$ cat config.mk
export PLATFORM = sky130hd
export DESIGN_NAME = instruction_decode_control
export DESIGN_NICKNAME = d
export VERILOG_FILES = /design/src/rtl/instruction_decode_control_pkg.sv /design/src/rtl/instruction_decode_control_hazard_detect.sv /design/src/rtl/instruction_decode_control.sv
export SDC_FILE = /design/constraint.sdc
export NUM_CORES = 1
export LEC_CHECK = 0
export CORE_MARGIN = 2
export CORE_UTILIZATION = 46
export CTS_BUF_LIST = sky130_fd_sc_hd__clkbuf_2
export CTS_CLUSTER_DIAMETER = 40
export CTS_CLUSTER_SIZE = 20
export DETAILED_ROUTE_END_ITERATION = 10
export GPL_TIMING_DRIVEN = 0
export HOLD_SLACK_MARGIN = 0.15
export PLACE_DENSITY = 0.95
export SLEW_MARGIN = 20
export SYNTH_ARGS = -nofsm -noshare
export SYNTH_HDL_FRONTEND = slang
export SYNTH_SLANG_ARGS = --single-unit
$ cat constraint.sdc
create_clock -name clk -period 5.85 [get_ports clk]
set_clock_uncertainty 0.1 [all_clocks]
set_input_delay 1.17 -clock clk [delete_from_list [all_inputs] [get_ports clk]]
set_output_delay 1.17 -clock clk [all_outputs]
set_load 0.02 [all_outputs]
$ cat src/rtl/instruction_decode_control_pkg.sv
// Shared decode definitions for the ID stage: opcodes, instruction field
// positions, controller state encoding and the ID/EX bubble.
package instruction_decode_control_pkg;

  localparam logic [5:0] OP_RTYPE = 6'h00;
  localparam logic [5:0] OP_LW    = 6'h23;
  localparam logic [5:0] OP_SW    = 6'h2B;
  localparam logic [5:0] OP_BEQ   = 6'h04;
  localparam logic [5:0] OP_J     = 6'h02;

  localparam int OP_HI  = 31;
  localparam int OP_LO  = 26;
  localparam int RS_HI  = 25;
  localparam int RS_LO  = 21;
  localparam int RT_HI  = 20;
  localparam int RT_LO  = 16;
  localparam int RD_HI  = 15;
  localparam int RD_LO  = 11;
  localparam int IMM_HI = 15;
  localparam int IMM_LO = 0;
  localparam int FN_HI  = 5;
  localparam int FN_LO  = 0;
  localparam int JT_HI  = 25;

  typedef enum logic [1:0] {
    RUN   = 2'd0,
    STALL = 2'd1,
    FLUSH = 2'd2
  } state_e;

  typedef struct packed {
    logic reg_write;
    logic mem_read;
    logic mem_write;
  } ctrl_t;

  localparam ctrl_t CTRL_BUBBLE = '{reg_write: 1'b0, mem_read: 1'b0, mem_write: 1'b0};

endpackage

$ cat src/rtl/instruction_decode_control_hazard_detect.sv
// Combinational RAW hazard check of the ID-stage sources against the ID/EX
// destination; shared with the forwarding unit.
module hazard_detect #(
  parameter int REG_BITS = 5
) (
  input  logic                uses_rs,
  input  logic                uses_rt,
  input  logic                is_beq,
  input  logic [REG_BITS-1:0] rs,
  input  logic [REG_BITS-1:0] rt,
  input  logic [REG_BITS-1:0] ex_dest,
  input  logic                ex_reg_write,
  input  logic                ex_mem_read,
  output logic                stall,
  output logic [1:0]          stall_cycles
);

  logic hit;

  always_comb begin
    hit = (ex_dest != '0) &&
          ((uses_rs && (rs == ex_dest)) || (uses_rt && (rt == ex_dest)));
    stall        = 1'b0;
    stall_cycles = 2'd0;
    // A branch needs its operands in ID, so a load feeding it costs one extra cycle.
    if (hit && ex_mem_read) begin
      stall        = 1'b1;
      stall_cycles = is_beq ? 2'd2 : 2'd1;
    end else if (hit && is_beq && ex_reg_write) begin
      stall        = 1'b1;
      stall_cycles = 2'd1;
    end
  end

endmodule

$ cat src/rtl/instruction_decode_control.sv
// ID-stage controller: decodes IF/ID, resolves BEQ/J, stalls on hazards,
// squashes the wrong-path fetch and loads the ID/EX register.
module instruction_decode_control
  import instruction_decode_control_pkg::*;
#(
  parameter int WIDTH    = 32,
  parameter int REG_BITS = 5
) (
  input  logic                clk,
  input  logic                resetN,
  input  logic [WIDTH-1:0]    programCounterOut,
  input  logic [WIDTH-1:0]    instruction,
  input  logic [WIDTH-1:0]    rsData,
  input  logic [WIDTH-1:0]    rtData,
  output logic                pcWrite,
  output logic                ifIdWrite,
  output logic                branch,
  output logic [WIDTH-1:0]    branchProgramCounter,
  output logic                idExRegWrite,
  output logic                idExMemRead,
  output logic                idExMemWrite,
  output logic [REG_BITS-1:0] idExDestReg,
  output logic [WIDTH-1:0]    idExRsData,
  output logic [WIDTH-1:0]    idExRtData,
  output logic [WIDTH-1:0]    idExImm,
  output logic [5:0]          idExFunct
);

  state_e              state_q, state_d;
  logic [1:0]          stall_cnt_q, stall_cnt_d;
  ctrl_t               ctrl_q, ctrl_d;
  logic [REG_BITS-1:0] dest_q, dest_d;
  logic [WIDTH-1:0]    rs_data_q, rs_data_d, rt_data_q, rt_data_d, imm_q, imm_d;
  logic [5:0]          funct_q, funct_d;

  logic [5:0]          op;
  logic [REG_BITS-1:0] rs, rt, rd;
  logic [WIDTH-1:0]    imm_sext, beq_tgt, j_tgt;
  logic                is_beq, uses_rs, uses_rt, taken, hold, evaluate;
  logic                hz_stall;
  logic [1:0]          hz_cycles;
  ctrl_t               dec_ctrl;
  logic [REG_BITS-1:0] dec_dest;
  logic                dec_valid;

  assign op       = instruction[OP_HI:OP_LO];
  assign rs       = REG_BITS'(instruction[RS_HI:RS_LO]);
  assign rt       = REG_BITS'(instruction[RT_HI:RT_LO]);
  assign rd       = REG_BITS'(instruction[RD_HI:RD_LO]);
  assign imm_sext = {{(WIDTH-16){instruction[IMM_HI]}}, instruction[IMM_HI:IMM_LO]};
  assign beq_tgt  = programCounterOut + (imm_sext << 2);
  assign j_tgt    = {programCounterOut[WIDTH-1:28], instruction[JT_HI:0], 2'b00};
  assign is_beq   = (op == OP_BEQ);
  assign uses_rs  = (op != OP_J);
  assign uses_rt  = (op == OP_RTYPE) || (op == OP_SW) || is_beq;
  assign taken    = (op == OP_J) || (is_beq && (rsData == rtData));

  // STALL with count 0 is the last held cycle's successor: the held
  // instruction is re-decoded in that cycle instead of stalling again.
  assign hold     = (state_q == STALL) && (stall_cnt_q != 2'd0);
  assign evaluate = (state_q == RUN) || ((state_q == STALL) && (stall_cnt_q == 2'd0));

  hazard_detect #(.REG_BITS(REG_BITS)) u_hazard (
    .uses_rs      (uses_rs),
    .uses_rt      (uses_rt),
    .is_beq       (is_beq),
    .rs           (rs),
    .rt           (rt),
    .ex_dest      (dest_q),
    .ex_reg_write (ctrl_q.reg_write),
    .ex_mem_read  (ctrl_q.mem_read),
    .stall        (hz_stall),
    .stall_cycles (hz_cycles)
  );

  always_comb begin
    dec_ctrl  = CTRL_BUBBLE;
    dec_dest  = '0;
    dec_valid = 1'b0;
    unique case (op)
      OP_RTYPE: if (instruction != '0) begin
        dec_valid          = 1'b1;
        dec_dest           = rd;
        dec_ctrl.reg_write = (rd != '0);
      end
      OP_LW: begin
        dec_valid          = 1'b1;
        dec_dest           = rt;
        dec_ctrl.reg_write = (rt != '0);
        dec_ctrl.mem_read  = 1'b1;
      end
      OP_SW: begin
        dec_valid          = 1'b1;
        dec_ctrl.mem_write = 1'b1;
      end
      default: ;
    endcase
  end

  always_ff @(posedge clk or negedge resetN) begin
    if (!resetN) begin
      state_q     <= RUN;
      stall_cnt_q <= 2'd0;
      ctrl_q      <= CTRL_BUBBLE;
      dest_q      <= '0;
      rs_data_q   <= '0;
      rt_data_q   <= '0;
      imm_q       <= '0;
      funct_q     <= '0;
    end else begin
      state_q     <= state_d;
      stall_cnt_q <= stall_cnt_d;
      ctrl_q      <= ctrl_d;
      dest_q      <= dest_d;
      rs_data_q   <= rs_data_d;
      rt_data_q   <= rt_data_d;
      imm_q       <= imm_d;
      funct_q     <= funct_d;
    end
  end

  always_comb begin
    state_d     = state_q;
    stall_cnt_d = stall_cnt_q;
    unique case (state_q)
      RUN, STALL: begin
        if (hold) begin
          stall_cnt_d = stall_cnt_q - 2'd1;
        end else if (hz_stall) begin
          state_d     = STALL;
          stall_cnt_d = hz_cycles - 2'd1;
        end else if (taken) begin
          state_d = FLUSH;
        end else begin
          state_d = RUN;
        end
      end
      FLUSH:   state_d = RUN;
      default: state_d = RUN;
    endcase
  end

  always_comb begin
    pcWrite              = 1'b1;
    ifIdWrite            = 1'b1;
    branch               = 1'b0;
    branchProgramCounter = '0;
    ctrl_d               = CTRL_BUBBLE;
    dest_d               = '0;
    rs_data_d            = '0;
    rt_data_d            = '0;
    imm_d                = '0;
    funct_d              = '0;
    if (!resetN) begin
      pcWrite = 1'b1;
    end else if (hold || (evaluate && hz_stall)) begin
      pcWrite   = 1'b0;
      ifIdWrite = 1'b0;
    end else if (evaluate && taken) begin
      branch               = 1'b1;
      branchProgramCounter = (op == OP_J) ? j_tgt : beq_tgt;
    end else if (evaluate && dec_valid) begin
      ctrl_d    = dec_ctrl;
      dest_d    = dec_dest;
      rs_data_d = rsData;
      rt_data_d = rtData;
      imm_d     = imm_sext;
      funct_d   = instruction[FN_HI:FN_LO];
    end
  end

  assign idExRegWrite = ctrl_q.reg_write;
  assign idExMemRead  = ctrl_q.mem_read;
  assign idExMemWrite = ctrl_q.mem_write;
  assign idExDestReg  = dest_q;
  assign idExRsData   = rs_data_q;
  assign idExRtData   = rt_data_q;
  assign idExImm      = imm_q;
  assign idExFunct    = funct_q;

endmodule

==> impl_metrics.ini, run 1 <==
[finish]
fillers = 869
fin_nets = 1069
area_growth_pct = 55.02
stdcell_count = 1082
final_cell_mix = clkdlybuf4s50_1 (251), dfrtp_1 (92), and2_1 (84), xnor2_1 (53), nand2_1 (49)
multiInputGateArea_um2 = 3234
layout_commonest_cell = clkdlybuf4s50_1
seq_area_um2 = 2302
layout-drive-gt1-share_pct = 8.653

[pwr]
p_sw_uw = 406.8
pwr-share-comb_pct = 28.5
seq_power_share_pct = 46.4
p_int_uw = 981.2
clkPwrFrac_pct = 25.1
powerDensity_nw_per_um2 = 154.8
power_leakage_nw = 4.068
vdd_drop_max_uv = 78.76
switching_share_pct = 29.31

[yosys]
synth_edf_count = 0
syn-num-nets = 779
synth.distinct_cells = 64
syn_inst = 619
synth-seq-area-share_pct = 39.81
syn_avg_cell_area_um2 = 9.343
ys_seq_elements = 92
netlist_area_um2 = 5783
ys.warnings.count = 0
ys_async_sr_fraction_pct = 100.0
yosys.area.top_type = dfrtp_1
netlist.area_leader.share_pct = 39.81
ys.flop_type = dfrtp_1
synth.area.top_cells = dfrtp_1 (40%), and2_1 (9.1%), xnor2_1 (8.0%)

[critical_path]
critPathKind = in -> out
r2r-end = idExRsData[9]$_DFF_PN0_
worstPathRequired_ns = 4.58
critPathCaptureType = output port
crit_fanout = 5
cp_data_arrival_time_ns = 4.50
reg2reg_from = idExDestReg[1]$_DFF_PN0_
worstSetupStartpointType = input port
reg2reg_depth = 9
r2r_setup_slack_ns = 3.03

[clock_tree]
cts_tree = done
clock_path_buffers = 2
htreeDepth = 3
clockRootBuffer = clkbuf_2
hold_buffers = 0
cts_buffers = 9
cts_sinks = 92
insertion_delay_ns = 0.57
cts.clk_slew.worst_paths_ns = 0.20

[placed_design]
gp_congestion = 0.9271
placed_cells = 1062
dp_hpwl_mm = 16.11
post-place-ws_ns = -0.5278
port_buffers = 274

[grt]
grt.total_usage_pct = 29.25
antenna_found_initial = 1
grt_max_degree = 53
gr-total-overflow = 0
grt_pass1_vias = 5744
grt_pass1_wl_mm = 29.84

[sta]
min_period_ns = 5.773
worstMarginPinSlew_ns = 0.7881
fin_setup_tns_ns = 0
hold_viol = 0
fin_hold_ws_ns = 0.4479
setup_slack_ns = 0.07684
fmax_ghz = 0.1732
maxSlewViolCount = 0
rsz0062_at_grt = yes
timing.slew.headroom_pct = 47.06
period_share_pct = 98.69
finalSetupViolCount = 0

[route]
drc_errors = 0
dr.pass1.iters = 5
vias = 5783
routed_via_density = 5.345
wl_per_cell_um = 18.39
drtIter0Drc = 426
routed_wirelength_mm = 19.90
ant_nets = 0

[flow_run]
drv_cap = 0

[floorplanning]
core_area_um2 = 12160
die_area_um2 = 13490
die_y_um = 116.1
fp.dieW_um = 116.1
io-pin-count = 275
initial_core_util_pct = 47.55
row_count = 40

[hold_path]
worstHoldStart = state_q[0]$_DFFE_PN0P_
hold-path-endpoint = stall_cnt_q[0]$_DFFE_PN0P_
hold_path.class = reg -> reg
hold_path_depth = 1

[run_status]
outcome = finished, final reports clean
[state kept, by name, indices dropped and copies added, names as in the netlist]
| signal | flops |
|---|---|
| idExDestReg | 5 |
| idExFunct | 5 |
| idExImm | 11 |
| idExMemRead | 1 |
| idExMemWrite | 1 |
| idExRegWrite | 1 |
| idExRsData | 32 |
| idExRtData | 32 |
| stall_cnt_q | 2 |
| state_q | 2 |
[cell families (layout without fill, tap and decap cells)]
kind of cell               Yosys count  after routing  synth area share [%]
and+or+nand+nor                    260            260                 24.97
AOI/OAI and AO/OA                  121            121                 13.76
DFF                                 92             92                 39.81
xor gates and xnor gates            62             62                 9.390
buffers and inverters               52            346                 5.085
adders and majority gates           30             30                 6.621
muxes                                2              2                0.3678
other                                0              1                     0
[power groups by stage]
stage          Combinational (mW)  Clock, mW  Sequential [mW]
3_3_place_gp                0.375          0            0.655
4_1_cts                     0.387      0.356            0.644
6_report                    0.396      0.348            0.644
2_1_floorplan               0.192          0            0.661
3_5_place_dp                0.380          0            0.655
5_1_grt                     0.430      0.379            0.645
[worst max-delay path, stage by stage]
cell and delay [ns]:
clkdlybuf4s50_1 0.53, ha_1 0.29, a2111oi_1 0.40, o21ai_0 0.20, a311oi_1 0.35, o21ai_2 0.16
a21oi_2 0.23, nor2b_1 0.07, a211o_1 0.30, xnor2_1 0.14, a211oi_1 0.33, clkdlybuf4s15_2 0.32
[how the worst max path moves through the flow]
stage	from	endpoint	slack [ns]
after floorplan	programCounterOut[6]	branchProgramCounter[30]	0.89
after global placement	resetN	branchProgramCounter[16]	-2.37
after detailed placement	instruction[15]	branchProgramCounter[25]	-0.53
after CTS	instruction[0]	branchProgramCounter[30]	-0.01
after global routing	instruction[31]	branchProgramCounter[9]	-0.06
final	instruction[11]	branchProgramCounter[25]	0.08
[per-stage QoR]
stage,power (mW),utilization (%),area [µm²]
after floorplan,0.8529,-,5783
after global placement,1.030,71.83,8736
after detailed placement,1.035,71.98,8753
after CTS,1.387,73.28,8912
after global routing,1.454,73.71,8965
final,1.388,73.71,8965
[repair_timing]
| item | CTS | global route |
|---|---|---|
| endpoints found under the hold margin | 0 | 0 |
| buffers inserted | 4 | 0 |
| pin swaps | 3 | 4 |
| resized for setup | 26 | 26 |
| setup endpoints to repair | 26 | 29 |
[Yosys cell counts, drive strengths merged (7+ instances only)]
cell and number:
nand3 17, xnor2 53, nand4 11, ha 29
o21ai 18, dfrtp 92, nand2 49, nor2 33
a21o 12, and2 84, nor2b 8, buf 25
nor4 16, a21oi 44, nor3 12, inv 8
clkbuf 19, xor2 9, a211oi 7
[area by class of cell]
class / count / share of cell area, %
Sequential cell: 92 / 25.68
Clock buffer: 10 / 0.5583
Tap cell: 168 / 2.345
Inverter: 8 / 0.3350
Antenna cell: 1 / 0.02791
Multi-Input combinational cell: 475 / 36.08
Timing Repair Buffer: 279 / 31.14
Buffer: 44 / 2.973
Clock inverter: 5 / 0.8653
[per-layer routing]
layer	wire length, µm	track usage, %	up-vias
met2	10020	52.28	314
met5	0	0	-
met1	7403	33.49	2683
met4	704	12.46	0
li1	-	-	2737
met3	1777	7.058	49
No activity file was read; power rests on OpenSTA's default activity.
==> run 2: changes to the inputs <==
Settings changed: SLEW_MARGIN 20 to unset.
==> run 2 against run 1 <==
Design area shrank 0.28%. Combinational power is essentially flat. Die area is the same. Critical path depth is the same. First-iteration DRC count shrank 9.6%. Final cell count is the same. Sequential cell count is the same. Sequential share of layout area grew 0.072 points. Worst hold slack lost 0.022 ns. Clock-buffer cell count grew 1. Global-route usage shrank 0.33 points. Sequential power is essentially flat.
==> impl_metrics.ini, run 2 (synthesis gave the netlist of run 1 again) <==
[critical_path]
crit_fanout = 7
critPathKind = in -> out
worstSetupStartpointType = input port
r2r-end = idExRsData[30]$_DFF_PN0_
worstPathRequired_ns = 4.58
r2r_setup_slack_ns = 3.07
cp_data_arrival_time_ns = 4.45
critPathCaptureType = output port
path_cells = clkdlybuf4s50_1 -> ha_1 -> a2111oi_1 -> o21ai_0 -> a311oi_1 -> o21ai_1 -> a21oi_2 -> nor2b_1 -> a211o_1 -> xnor2_1 -> a211oi_2 -> clkdlybuf4s15_2
slowest_delay_ns = 0.46
critPathSlowestCell = clkdlybuf4s50_1
reg2reg_from = idExDestReg[1]$_DFF_PN0_
reg2reg_depth = 9

[sta]
setup_slack_ns = 0.1278
finalSetupViolCount = 0
min_period_ns = 5.722
fmax_ghz = 0.1748
maxSlewViolCount = 0
rsz0062_at_grt = no
timing.slew.headroom_pct = 48.29
period_share_pct = 97.82
fin_hold_ws_ns = 0.4257
worstMarginPinSlew_ns = 0.7697
hold_viol = 0

[placed_design]
post-place-ws_ns = -0.5494
dp_hpwl_mm = 16.08
gp_congestion = 0.9271
port_buffers = 274

[clock_tree]
clock_path_buffers = 2
cts_buffers = 9
cts_tree = done
htreeDepth = 3
cts.clk_slew.worst_paths_ns = 0.22
insertion_delay_ns = 0.52
clockRootBuffer = clkbuf_2
cts_sinks = 92

[grt]
gr-total-overflow = 0
antenna_found_initial = 1
grt_pass1_vias = 5608
grt_max_degree = 69
grt_pass1_wl_mm = 29.53
grt.total_usage_pct = 28.92

[route]
wl_per_cell_um = 18.25
routed_via_density = 5.322
dr.pass1.iters = 4
routed_wirelength_mm = 19.75
drc_errors = 0
drtIter0Drc = 385
vias = 5758
ant_nets = 0

[floorplanning]
die_area_um2 = 13490
initial_core_util_pct = 47.55
io-pin-count = 275
die_y_um = 116.1
fp.dieW_um = 116.1
row_count = 40
core_area_um2 = 12160

[hold_path]
hold_path.class = in -> async

[pwr]
total_power_mw = 1.340
powerDensity_nw_per_um2 = 149.9
vdd_drop_max_uv = 80.39
power_leakage_nw = 4.093

[finish]
fin_nets = 1068
layout-drive-gt1-share_pct = 8.434
layout_commonest_cell = clkdlybuf4s50_1
fillers = 885
area_growth_pct = 54.59
final_cell_mix = clkdlybuf4s50_1 (248), dfrtp_1 (92), and2_1 (84), xnor2_1 (53), nand2_1 (49)

[flow_run]
drv_cap = 0

[run_status]
outcome = finished, final reports clean
[run 2: cell types whose count changed in the layout (fill, tap and decap cells not counted), moves of 2 or more]
cell	previous run	this run
clkbuf_2	20	22
clkdlybuf4s50_1	251	248
clkinvlp_4	0	2
dlymetal6s2s_1	9	11
ha_1	26	28
ha_2	3	1
[run 2: per-stage QoR]
step | TNS [ns] | std cells | utilization, % | area (µm²)
after floorplan | 0 | 619 | - | 5783
after global placement | -158.24 | 1061 | 71.83 | 8736
after detailed placement | -3.890 | 1062 | 72.04 | 8761
after CTS | 0 | 1081 | 73.10 | 8890
after global routing | 0 | 1082 | 73.51 | 8940
final | 0 | 1082 | 73.51 | 8940
[run 2: layout make-up]
| type | instances | area, µm² | share of cell area [%] |
|---|---|---|---|
| Buffer | 44 | 266.5 | 2.981 |
| Multi-Input combinational cell | 475 | 3231 | 36.14 |
| Clock inverter | 5 | 52.55 | 0.5878 |
| Tap cell | 168 | 210.2 | 2.351 |
| Antenna cell | 1 | 2.502 | 0.02799 |
| Timing Repair Buffer | 278 | 2790 | 31.21 |
| Inverter | 8 | 30.03 | 0.3359 |
| Clock buffer | 11 | 55.05 | 0.6158 |
| Sequential cell | 92 | 2302 | 25.75 |
[run 2: metal layers]
metal,up-vias,wire length [µm],global-route usage (%)
li1,2727,-,-
met1,2676,7334,33.94
met2,316,10050,52.05
met3,39,1758,6.383
met4,0,599,10.56
met5,-,0,0
[run 2: worst max-delay path by stage]
stage                               end  slack (ns)  depth (start not counted)             startpoint
2_1_floorplan  branchProgramCounter[30]        0.89                          9   programCounterOut[6]
5_1_grt         branchProgramCounter[1]       0.004                         11        instruction[31]
3_5_place_dp   branchProgramCounter[25]       -0.55                         13        instruction[15]
3_3_place_gp   branchProgramCounter[16]       -2.37                          6                 resetN
4_1_cts        branchProgramCounter[25]      0.0003                         12        instruction[12]
6_report       branchProgramCounter[25]        0.13                         12  programCounterOut[14]
[run 2: timing repair]
| item | 4_1_cts | 5_1_grt |
|---|---|---|
| pin swaps | 3 | 3 |
| hold buffers | 0 | 0 |
| resized for setup | 26 | 28 |
| setup endpoints to repair | 24 | 25 |
| setup buffers | 3 | 0 |
[run 2: worst max-delay path, delay by kind of cell]
family	cells	cell delay [ns]
buffers and inverters	2	0.76
AO/OA/AOI/OAI	7	1.88
adder cells (fa/ha/maj)	1	0.41
AND/OR/NAND/NOR	1	0.07
XOR/XNOR	1	0.16
[run 2: report_power, final]
part | total (mW) | internal, mW | switching, mW
registers | 0.644 | 0.642 | 0.00203
logic | 0.393 | 0.198 | 0.195
clock network | 0.304 | 0.0991 | 0.205
total | 1.34 | 0.939 | 0.401
